$ cat config.mk
export PLATFORM = sky130hd
export DESIGN_NAME = reg_scoreboard
export DESIGN_NICKNAME = d
export VERILOG_FILES = /design/src/rtl/riscv_pkg.sv /design/src/rtl/sb_counter.sv /design/src/rtl/reg_scoreboard.sv
export SDC_FILE = /design/constraint.sdc
export NUM_CORES = 1
export LEC_CHECK = 0
export ABC_AREA = 1
export CORE_MARGIN = 3
export CORE_UTILIZATION = 62
export CTS_CLUSTER_DIAMETER = 200
export DETAILED_ROUTE_END_ITERATION = 12
export PLACE_DENSITY = 0.85
export SLEW_MARGIN = 5
export SYNTH_ARGS = -nofsm -noshare
export SYNTH_HDL_FRONTEND = slang
export SYNTH_HIERARCHICAL = 1
export SYNTH_SLANG_ARGS = --single-unit
$ cat constraint.sdc
create_clock -name clk -period 4.37 [get_ports clk]
set_input_delay 0.874 -clock clk [delete_from_list [all_inputs] [get_ports clk]]
set_output_delay 0.874 -clock clk [all_outputs]
set_load 0.03 [all_outputs]
$ cat src/rtl/riscv_pkg.sv
// Shared RISC-V pipeline definitions used by the register scoreboard.
package riscv_pkg;

    localparam int unsigned REG_ADDR_W = 5;
    localparam int unsigned NUM_REGS   = 32;
    localparam int unsigned SB_CNT_W   = 2;

    typedef enum logic [1:0] {
        ST_IDLE  = 2'd0,
        ST_DRAIN = 2'd1,
        ST_DONE  = 2'd2
    } sb_state_e;

endpackage

$ cat src/rtl/sb_counter.sv
// Per-register in-flight write counter: one increment and up to two
// decrements per cycle, applied as a net sum, clamped at zero and at max.
module sb_counter #(
    parameter int unsigned CNT_W = 2
) (
    input  logic             clk,
    input  logic             rst,
    input  logic             inc,
    input  logic [1:0]       dec,
    output logic [CNT_W-1:0] count,
    output logic             nonzero,
    output logic             zero_next
);

    localparam int unsigned SUM_W = CNT_W + 1;

    logic [CNT_W-1:0] count_q, count_d;
    logic [SUM_W-1:0] up;
    logic [SUM_W-1:0] net;
    logic             underflow;

    // Net sum of this cycle's events; excess decrements are dropped.
    always_comb begin
        up        = {1'b0, count_q} + SUM_W'(inc);
        net       = up - SUM_W'(dec);
        underflow = 1'b0;
        count_d   = count_q;
        if (up < SUM_W'(dec)) begin
            underflow = 1'b1;
            count_d   = '0;
        end else if (net[CNT_W]) begin
            count_d = '1;
        end else begin
            count_d = net[CNT_W-1:0];
        end
    end

    // Counter register.
    always_ff @(posedge clk or posedge rst) begin
        if (rst) begin
            count_q <= '0;
        end else begin
            count_q <= count_d;
        end
    end

    assign count     = count_q;
    assign nonzero   = (count_q != '0);
    assign zero_next = (count_d == '0);

    // A retire or kill for a register with nothing pending is an upstream bug.
    a_no_underflow: assert property (@(posedge clk) disable iff (rst) !underflow)
        else $error("sb_counter: decrement of empty counter");

endmodule

$ cat src/rtl/reg_scoreboard.sv
// Register scoreboard: tracks pending writes per architectural register,
// generates the ID stall and runs an IDLE/DRAIN/DONE quiesce handshake.
// Optional feature macro: SCOREBOARD_STATS_EN adds the StallCnt output.
module reg_scoreboard
    import riscv_pkg::*;
#(
    parameter int unsigned CNT_W = SB_CNT_W
) (
    input  logic                  clk,
    input  logic                  rst,
    input  logic [REG_ADDR_W-1:0] rs1Addr_id,
    input  logic [REG_ADDR_W-1:0] rs2Addr_id,
    input  logic                  rs1Used_id,
    input  logic                  rs2Used_id,
    input  logic [REG_ADDR_W-1:0] rdAddr_id,
    input  logic                  RegWrite_id,
    input  logic                  Issue_id,
    input  logic [REG_ADDR_W-1:0] WriteAddr_wb,
    input  logic                  RegWrite_wb,
    input  logic                  Kill_ex,
    input  logic [REG_ADDR_W-1:0] rdAddr_ex,
    input  logic                  RegWrite_ex,
    input  logic                  DrainReq,
    output logic                  Stall_id,
    output logic                  DrainAck,
    output logic [NUM_REGS-1:0]   Busy
`ifdef SCOREBOARD_STATS_EN
    ,
    output logic [31:0]           StallCnt
`endif
);

    localparam logic [CNT_W-1:0] CNT_MAX = '1;

    logic [CNT_W-1:0]    cnt [NUM_REGS];
    logic [NUM_REGS-1:0] nz;
    logic [NUM_REGS-1:0] zero_nx;
    logic                issue_wr;
    logic                wb_wr;
    logic                kill_wr;
    logic                all_clear;

    sb_state_e state_q, state_d;

    assign issue_wr  = Issue_id && RegWrite_id && !Stall_id && (rdAddr_id != '0);
    assign wb_wr     = RegWrite_wb && (WriteAddr_wb != '0);
    assign kill_wr   = Kill_ex && RegWrite_ex && (rdAddr_ex != '0);

    assign cnt[0]     = '0;
    assign nz[0]      = 1'b0;
    assign zero_nx[0] = 1'b1;

    genvar g;
    generate
        for (g = 1; g < NUM_REGS; g++) begin : g_reg
            logic       inc;
            logic [1:0] dec;

            assign inc = issue_wr && (rdAddr_id == REG_ADDR_W'(g));
            assign dec = {1'b0, wb_wr && (WriteAddr_wb == REG_ADDR_W'(g))}
                       + {1'b0, kill_wr && (rdAddr_ex == REG_ADDR_W'(g))};

            sb_counter #(
                .CNT_W(CNT_W)
            ) u_cnt (
                .clk      (clk),
                .rst      (rst),
                .inc      (inc),
                .dec      (dec),
                .count    (cnt[g]),
                .nonzero  (nz[g]),
                .zero_next(zero_nx[g])
            );
        end
    endgenerate

    assign Busy      = nz;
    assign all_clear = &zero_nx;

    logic             wb_hit1, wb_hit2;
    logic [CNT_W-1:0] cnt1, cnt2;
    logic             raw1, raw2, sat;

    // RAW hazard with WB bypass credit, counter saturation and drain hold.
    always_comb begin
        wb_hit1  = wb_wr && (WriteAddr_wb == rs1Addr_id);
        wb_hit2  = wb_wr && (WriteAddr_wb == rs2Addr_id);
        cnt1     = cnt[rs1Addr_id];
        cnt2     = cnt[rs2Addr_id];
        raw1     = rs1Used_id && (rs1Addr_id != '0) && (cnt1 > CNT_W'(wb_hit1));
        raw2     = rs2Used_id && (rs2Addr_id != '0) && (cnt2 > CNT_W'(wb_hit2));
        sat      = RegWrite_id && (cnt[rdAddr_id] == CNT_MAX);
        Stall_id = raw1 || raw2 || sat || (state_q != ST_IDLE);
    end

    // Drain FSM next-state; the clear test sees this cycle's decrements.
    always_comb begin
        state_d = state_q;
        case (state_q)
            ST_IDLE:  if (DrainReq) state_d = ST_DRAIN;
            ST_DRAIN: begin
                if (!DrainReq)      state_d = ST_IDLE;
                else if (all_clear) state_d = ST_DONE;
            end
            ST_DONE:  if (!DrainReq) state_d = ST_IDLE;
            default:  state_d = ST_IDLE;
        endcase
    end

    // Drain FSM state register.
    always_ff @(posedge clk or posedge rst) begin
        if (rst) begin
            state_q <= ST_IDLE;
        end else begin
            state_q <= state_d;
        end
    end

    assign DrainAck = (state_q == ST_DONE);

`ifdef SCOREBOARD_STATS_EN
    logic [31:0] stall_cnt_q, stall_cnt_d;

    // Stall-cycle count, wraps naturally.
    always_comb begin
        stall_cnt_d = stall_cnt_q + 32'(Stall_id);
    end

    // Stall-cycle counter register.
    always_ff @(posedge clk or posedge rst) begin
        if (rst) begin
            stall_cnt_q <= '0;
        end else begin
            stall_cnt_q <= stall_cnt_d;
        end
    end

    assign StallCnt = stall_cnt_q;
`endif

endmodule

==> results of run 1 <==
[kinds of logic after synthesis]
kind of cell	count (synthesis)	synth area share
adder cells (fa/ha/maj)	188	0.278
buffers and inverters	382	0.149
other	1	0.000371
XOR/XNOR	10	0.00865
AO/OA/AOI/OAI	123	0.0689
AND/OR/NAND/NOR	787	0.336
flip-flops	64	0.158
[cell usage after synthesis]
library cell	count	area share
o221ai_1	6	0.0052
conb_1	1	0.00037
nor2_4	1	0.0011
a21oi_2	1	0.00087
nand2_1	409	0.15
buf_6	6	0.0067
o21ai_0	46	0.023
ha_1	126	0.16
o21ai_2	8	0.0069
nor2_1	123	0.046
inv_1	326	0.12
clkinv_1	1	0.00037
o211ai_1	10	0.0074
nand3_2	1	0.00099
nand3b_1	1	0.00074
buf_1	1	0.00037
inv_2	5	0.0019
nand4_1	11	0.0068
or2_1	1	0.00062
buf_2	14	0.0069
nand4_4	1	0.0021
nor2_2	31	0.019
nand3_1	170	0.084
clkbuf_1	26	0.0096
or2_2	33	0.020
o21ai_1	38	0.019
buf_4	3	0.0022
xor2_1	4	0.0035
a21oi_1	14	0.0069
fa_1	62	0.12
xnor2_1	6	0.0052
dfrtp_1	64	0.16
nor4_1	4	0.0025
and3_1	1	0.00062
[layer usage]
metal / overflow / global-route usage
met3: 0 / 0.533
met2: 13 / 0.904
met4: 8 / 0.755
met5: 0 / 0.264
met1: 0 / 0.700
[metrics by stage]
step | area, sq um | worst slack [ps] | setup TNS (ps) | utilization
2_1_floorplan | 10300 | -116 | -145 | -
3_3_place_gp | 12500 | -1300 | -18800 | 0.787
3_5_place_dp | 12500 | -1460 | -25690 | 0.787
4_1_cts | 14300 | -371 | -1550 | 0.895
[timing repair]
item | in CTS
gates cloned | 4
endpoints found under the setup margin | 36
buffers inserted | 61
gates resized for setup | 252
pin swaps | 106
==> results.cfg, run 1 <==
[clocking]
clkSinkCount = 64
holdBufCountCts = 0
cts_max_path_buffers = 2
cts-htree-levels = 3
cts-root-buf = clkbuf_16
cts_buffers = 9

[floorplan]
die_x_microns = 134
initial_core_util = 0.635
io_pins = 69
rows = 46
die-height_microns = 134

[placement]
place_congestion = 1.07
placed_cells = 1994
dp_hpwl_mm = 28.4
io_buffers = 67

[run_status]
error = [ERROR GRT-0232] Routing congestion too high. Check the congestion heatmap in the GUI.
haltStage = global routing (5_1_grt)
run_status = stopped before the end

[grt]
grt_max_degree = 33
grt.total_usage = 0.718
overflow = 21

[synthesis]
avgSynthCellArea_sq_um = 6.51
synth_seq_cells = 64
synth_fp_nets = 1778
netlist_instances = 1555
synth.distinct_cells = 34
netlist_area_sq_um = 10100
yosysSeqAreaShare = 0.158
synth-warning-count = 6

[timing]
grt-worst-endpoint = state_q[0]$_DFFE_PP0P_/D
worstEpCategory = register input
==> run 2, diff against run 1 <==
CORE_UTILIZATION = 40   (was 62)
CTS_CLUSTER_DIAMETER = unset   (was 200)
PLACE_DENSITY = unset   (was 0.85)
PLACE_DENSITY_LB_ADDON = 0.15   (was unset)
==> run 2 against run 1 <==
  * Synthesized area unchanged
  * Synthesized cell count did not move
  * The flow now finishes, with violations (DRC, setup timing)
==> results.cfg, run 2 <==
[layout]
final_area_sq_um = 14700
antenna_cells = 0
final_cell_count_no_fill = 2211
drive_gt1_frac = 0.295
largest_reg_flops = 62
final_cell_mix = 398 x nand2_1, 310 x inv_1, 262 x buf_4, 142 x nand3_1, 120 x nor2_1
layout.cells.most_common = nand2_1
fin_nets = 2105
fin_util = 0.597
area_growth_pct = 45.2

[grt]
antenna_found_initial = 0
overflow = 0
grt.total_usage = 0.281
grt_pass1_vias = 11100
grt_pass1_wl_mm = 58.4
grt_max_degree = 33

[timing]
fin_ws_ps = -574
fin_crit_ps = 4940
rsz0062_at_grt = true
holdWs_ps = 590
hold_violations = 0
max_freq_mhz = 202
relSlewSlack = 0.655
setup_viol = 2
worstMarginPinSlew_ps = 518
finalCritPeriodShare = 1.13
fin_setup_tns_ps = -1080
fin_worst_skew_ps = 12.6
maxSlewViolCount = 0

[setup_path]
r2r-start = g_reg[6].u_cnt/count[0]$_DFF_PP0_
cp-startpoint = rs2Addr_id[3]
crit_type = input pin to flip-flop
worstPathMaxFanout = 6
required_ps = 4610
crit_path_end_kind = flip-flop
setup.worst_path.start_class = input pin
critPathArrivalTime_ps = 5180

[power]
switching_share = 0.473
power.leakage_nw = 7.78
power_switching_mw = 2.92
p_comb_frac = 0.666
internal_power_mw = 3.25
pwr-share-seq = 0.208
power_density_nw_per_um2 = 420
clkPwrFrac = 0.126
ir_drop_uv = 418
power_mw = 6.17

[clocking]
cts.clk_slew.worst_paths_ps = 50
cts-root-buf = clkbuf_16
clkSinkCount = 64
cts-htree-levels = 3
cts_buffers = 9
worstSkewPairLatency_ps = 350
cts_max_path_buffers = 2
cts_tree = built

[job]
max_cap_violations = 0

[placement]
io_buffers = 67
dp_hpwl_mm = 28.9
placed_cells = 2142
dp_slack_ps = -1770
place_congestion = 1.06
dpl_cell_area_sq_um = 13000

[floorplan]
die-height_microns = 165
rows = 57
initial_core_util = 0.411
io_pins = 69
die_area_sq_um = 27200
die_x_microns = 165
core_area_sq_um = 24600

[worst_hold_path]
hold_path_class = flip-flop to flip-flop
hp-start = state_q[1]$_DFFE_PP0P_

[synthesis]
async_reset_ff_frac = 1.00
yosysTopAreaCellShare = 0.158
avgSynthCellArea_sq_um = 6.51
netlist_instances = 1555
synth_seq_cells = 64
yosysSeqAreaShare = 0.158
synthFlopType = dfrtp_1
synth-edff-count = 0
synth_fp_nets = 1778
synth_area_leaders = dfrtp_1 16%, ha_1 16%, nand2_1 15%
netlist_area_sq_um = 10100
synth.most_common_cell = nand2_1
yosysTopAreaCell = dfrtp_1
ys_top_cells_by_count = 409 x nand2_1, 326 x inv_1, 170 x nand3_1
synth-warning-count = 6
synth.distinct_cells = 34

[detailed_routing]
top_layer_used = met4
ant_nets = 0
route.detailed.drc = 1
routed_wl_mm = 37.2
wl_per_cell_microns = 16.8
wl_met1_mm = 15.4
via_count = 11300
wl_met3_mm = 2.74
drt_iter0_markers = 931
via_per_inst = 5.12
met2WireLength_mm = 16.9
dr.pass1.iters = 11

[run_status]
run_status = complete, but fails checks
failed_checks = DRC, setup timing
==> run 2: logic make-up (layout without fill, tap and decap cells) <==
kind of cell    count (synthesis)  after routing  share of synthesized area
xor+xnor                       10             10                    0.00865
simple gates                  787            787                      0.336
buf+inv                       382            714                      0.149
compound gates                123            123                     0.0689
other cells                     1              1                   0.000371
fa+ha+maj                     188            188                      0.278
flops                          64             64                      0.158
==> run 2: repair_timing <==
item	CTS	global route
setup buffers	43	15
pin swaps	94	58
hold buffers	0	0
gates cloned	9	0
gates resized for setup	202	66
endpoints found under the setup margin	33	5
==> run 2: path summary, 6_finish.rpt <==
| kind | end | slack [ps] | depth (start not counted) |
|---|---|---|---|
| setup / recovery | state_q[0]$_DFFE_PP0P_ | -570 | 23 |
| hold / removal | state_q[1]$_DFFE_PP0P_ | 590 | 2 |
| setup reg to reg | state_q[0]$_DFFE_PP0P_ | -270 | 26 |
| hold reg to reg | state_q[1]$_DFFE_PP0P_ | 590 | 2 |
| max in group asynchronous | g_reg[13].u_cnt/count[1]$_DFF_PP0_ | 3190 | 3 |
| min in group asynchronous | g_reg[29].u_cnt/count[0]$_DFF_PP0_ | 1020 | 3 |
==> run 2: worst max-delay path, cell delays in order <==
cell and delay [ps]:
clkdlybuf4s15_1 280, xnor2_2 170, nand3_1 130, nor4_4 350, ha_4 260, or2_4 240
nand3_4 70, a21oi_4 70, nand4_4 120, buf_12 150, buf_8 110, nor2_4 40
ha_4 160, ha_4 270, inv_4 30, fa_2 530, nand3_2 80, o21ai_2 150
nand4_1 240, nor4_4 410, buf_4 200, nand2_4 60, and3_4 160
==> run 2: layout make-up <==
cell class / count / area [sq um]
clock buffers: 14 / 264
clock inverters: 2 / 37.5
fillers: 2288 / 9910
inverters: 332 / 1280
multi-input cells: 1109 / 7820
flip-flops and latches: 64 / 1600
well taps: 324 / 405
repair buffers: 365 / 3280
repair inverters: 1 / 3.75
==> run 2: layer usage <==
| layer | global-route usage | vias to the layer above |
|---|---|---|
| li1 | - | 5471 |
| met1 | 0.364 | 5242 |
| met2 | 0.456 | 477 |
| met3 | 0.0442 | 122 |
| met4 | 0.140 | 0 |
| met5 | 0 | - |
==> run 2: power groups by stage <==
stage	clock [mW]	sequential [mW]	combinational, mW
detailed placement	0	1.27	3.70
floorplan	0	1.05	2.17
finish	0.775	1.29	4.11
CTS	0.785	1.27	4.07
global placement	0	1.28	3.67
global route	0.822	1.30	4.57
No activity file was read; power rests on OpenSTA's default activity.
==> run 3, diff against run 2 <==
SKIP_LAST_GASP = 1   (was unset)
==> run 3 against run 2 <==
  * The run ends with setup timing left
  * Hold slack worse by 16 ps
  * Via count about the same
  * Clock-buffer cell count unchanged
  * Power is essentially flat
  * Clock skew fell by 0.89 ps
  * Flip-flop and latch count stayed put
  * Register-to-register slack worse by 20 ps
  * Global-route usage fell by 0.058 points
  * Worst setup slack better by 19 ps
  * Largest cell class unchanged
==> results.cfg, run 3 (synthesized netlist as in run 2, its figures left out) <==
[grt]
grt_pass1_wl_mm = 58.2
grt.total_usage = 0.281
grt_pass1_vias = 11100
grtUsageMet2 = 0.456
overflow = 0
grt_max_degree = 33
antenna_found_initial = 0
use_met3 = 0.0442
grt.busiest_layer = met2
grt_use_met1 = 0.363

[detailed_routing]
via_per_inst = 5.11
route.detailed.drc = 0
dr.pass1.iters = 6
routed_wl_mm = 37.3
via_count = 11300
drt_iter0_markers = 990
ant_nets = 0
wl_per_cell_microns = 16.9

[clocking]
cts_tree = built
cts.clk_slew.worst_paths_ps = 60
clkSinkCount = 64
holdBufCountCts = 0
cts_buffers = 9
cts_max_path_buffers = 2
worstSkewPairLatency_ps = 350
cts-htree-levels = 3
cts-root-buf = clkbuf_16

[run_status]
run_status = complete, but fails checks
failed_checks = setup timing

[floorplan]
die_area_sq_um = 27200
io_pins = 69
core_area_sq_um = 24600
initial_core_util = 0.411
die-height_microns = 165
die_x_microns = 165
rows = 57

[placement]
io_buffers = 67
place_congestion = 1.06
dp_hpwl_mm = 28.9
dp_slack_ps = -1770

[timing]
maxSlewViolCount = 0
fin_worst_skew_ps = 11.7
fin_crit_ps = 4930
finalCritPeriodShare = 1.13
hold_violations = 0
relSlewSlack = 0.658
max_freq_mhz = 203
worstMarginPinSlew_ps = 513
rsz0062_at_grt = true
setup_viol = 2
fin_ws_ps = -555
holdWs_ps = 574

[worst_hold_path]
hold_path_class = flip-flop to flip-flop
holdPathEnd = state_q[1]$_DFFE_PP0P_
min_path_cells = 2
hp-start = state_q[1]$_DFFE_PP0P_

[job]
max_cap_violations = 0

[setup_path]
critPathArrivalTime_ps = 5170
required_ps = 4610
r2r_end = state_q[0]$_DFFE_PP0P_
setup.worst_path.start_class = input pin
r2r_cells = 26
crit_path_end_kind = flip-flop
regToRegSetupSlack_ps = -290
worstPathMaxFanout = 14
crit_type = input pin to flip-flop
r2r-start = g_reg[6].u_cnt/count[0]$_DFF_PP0_

[layout]
fillCellCount = 2280
layout.cells.most_common = nand2_1
drive_gt1_frac = 0.295
antenna_cells = 0
final_cell_mix = 398 x nand2_1, 310 x inv_1, 260 x buf_4, 144 x nand3_1, 120 x nor2_1
area_growth_pct = 45.2
fin_nets = 2105
largest_reg_flops = 62

[power]
power.leakage_nw = 7.78
pwr-share-seq = 0.208
power_switching_mw = 2.92
switching_share = 0.473
ir_drop_uv = 416
internal_power_mw = 3.25
clkPwrFrac = 0.126
p_comb_frac = 0.666
power_density_nw_per_um2 = 420
power_mw = 6.17
run 3: changes by cell type in the layout (fill, tap and decap cells not counted), moves of 2 or more:
| cell | previous run | this run |
|---|---|---|
| buf_4 | 262 | 260 |
| nand3_1 | 142 | 144 |
| clkbuf_2 | 0 | 2 |
| nand3_2 | 27 | 25 |
run 3: metrics by stage:
stage	cell area, sq um	instances	utilization	setup TNS [ps]
2_1_floorplan	10300	1555	-	-145
3_3_place_gp	13000	2142	0.528	-23110
3_5_place_dp	13000	2142	0.528	-27120
4_1_cts	14500	2210	0.588	-1370
5_1_grt	14700	2211	0.597	-1350
6_report	14700	2211	0.597	-1060
run 3: how the worst max path moves through the flow:
stage                  start                     end  cells after the start
3_5_place_dp   rs1Addr_id[0]  state_q[0]$_DFFE_PP0P_                     26
2_1_floorplan  rs1Addr_id[0]  state_q[0]$_DFFE_PP0P_                     26
6_report       rs2Addr_id[0]  state_q[0]$_DFFE_PP0P_                     26
4_1_cts        rs2Addr_id[1]  state_q[0]$_DFFE_PP0P_                     29
5_1_grt        rs2Addr_id[1]  state_q[0]$_DFFE_PP0P_                     28
3_3_place_gp   rs2Addr_id[0]  state_q[0]$_DFFE_PP0P_                     25
run 3: layer usage:
layer | wire [microns] | up-vias
li1 | - | 5469
met1 | 15400 | 5216
met2 | 17000 | 494
met3 | 2760 | 127
met4 | 2160 | 0
met5 | 0 | -
run 3: final cells by class:
| cell class | instances | area, sq um | share of cell area |
|---|---|---|---|
| Clock inverter | 2 | 37.5 | 0.00255 |
| Multi-Input combinational cell | 1109 | 7810 | 0.531 |
| Tap cell | 324 | 405 | 0.0276 |
| Clock buffer | 14 | 264 | 0.0180 |
| Timing Repair Buffer | 365 | 3290 | 0.224 |
| Timing Repair inverter | 1 | 3.75 | 0.000255 |
| Sequential cell | 64 | 1600 | 0.109 |
| Inverter | 332 | 1290 | 0.0875 |
run 3: critical path, cell delays in order:
cell and delay (ps):
buf_8 130, inv_2 230, o21ai_1 100, o211ai_1 100, nand3_1 120, nand3_2 100
nand2_2 70, ha_4 270, or2_4 120, nand3_4 60, a21oi_4 180, nand4_4 170
buf_12 190, buf_8 120, nor2_4 120, ha_4 160, ha_4 140, inv_4 30
fa_2 530, nand3_2 80, o21ai_2 150, nand4_1 240, nor4_4 420, buf_4 200
nand2_4 60, and3_4 160
run 3: power groups by stage:
stage / Clock, mW / Combinational (mW) / Sequential, mW
after floorplan: 0 / 2.17 / 1.05
after global placement: 0 / 3.67 / 1.28
after detailed placement: 0 / 3.70 / 1.27
after CTS: 0.785 / 4.06 / 1.27
after global routing: 0.823 / 4.57 / 1.30
final: 0.776 / 4.11 / 1.29
run 3: what timing repair did:
action	4_1_cts	5_1_grt
endpoints found under the setup margin	33	5
setup buffers	43	14
gates resized for setup	197	73
gates cloned	9	0
pin swaps	93	61
==> run 4, diff against run 3 <==
CTS_CLUSTER_SIZE = 28   (was unset)
==> results of run 4 <==
The final DEF is identical to that of run 3; final timing and power are the same.
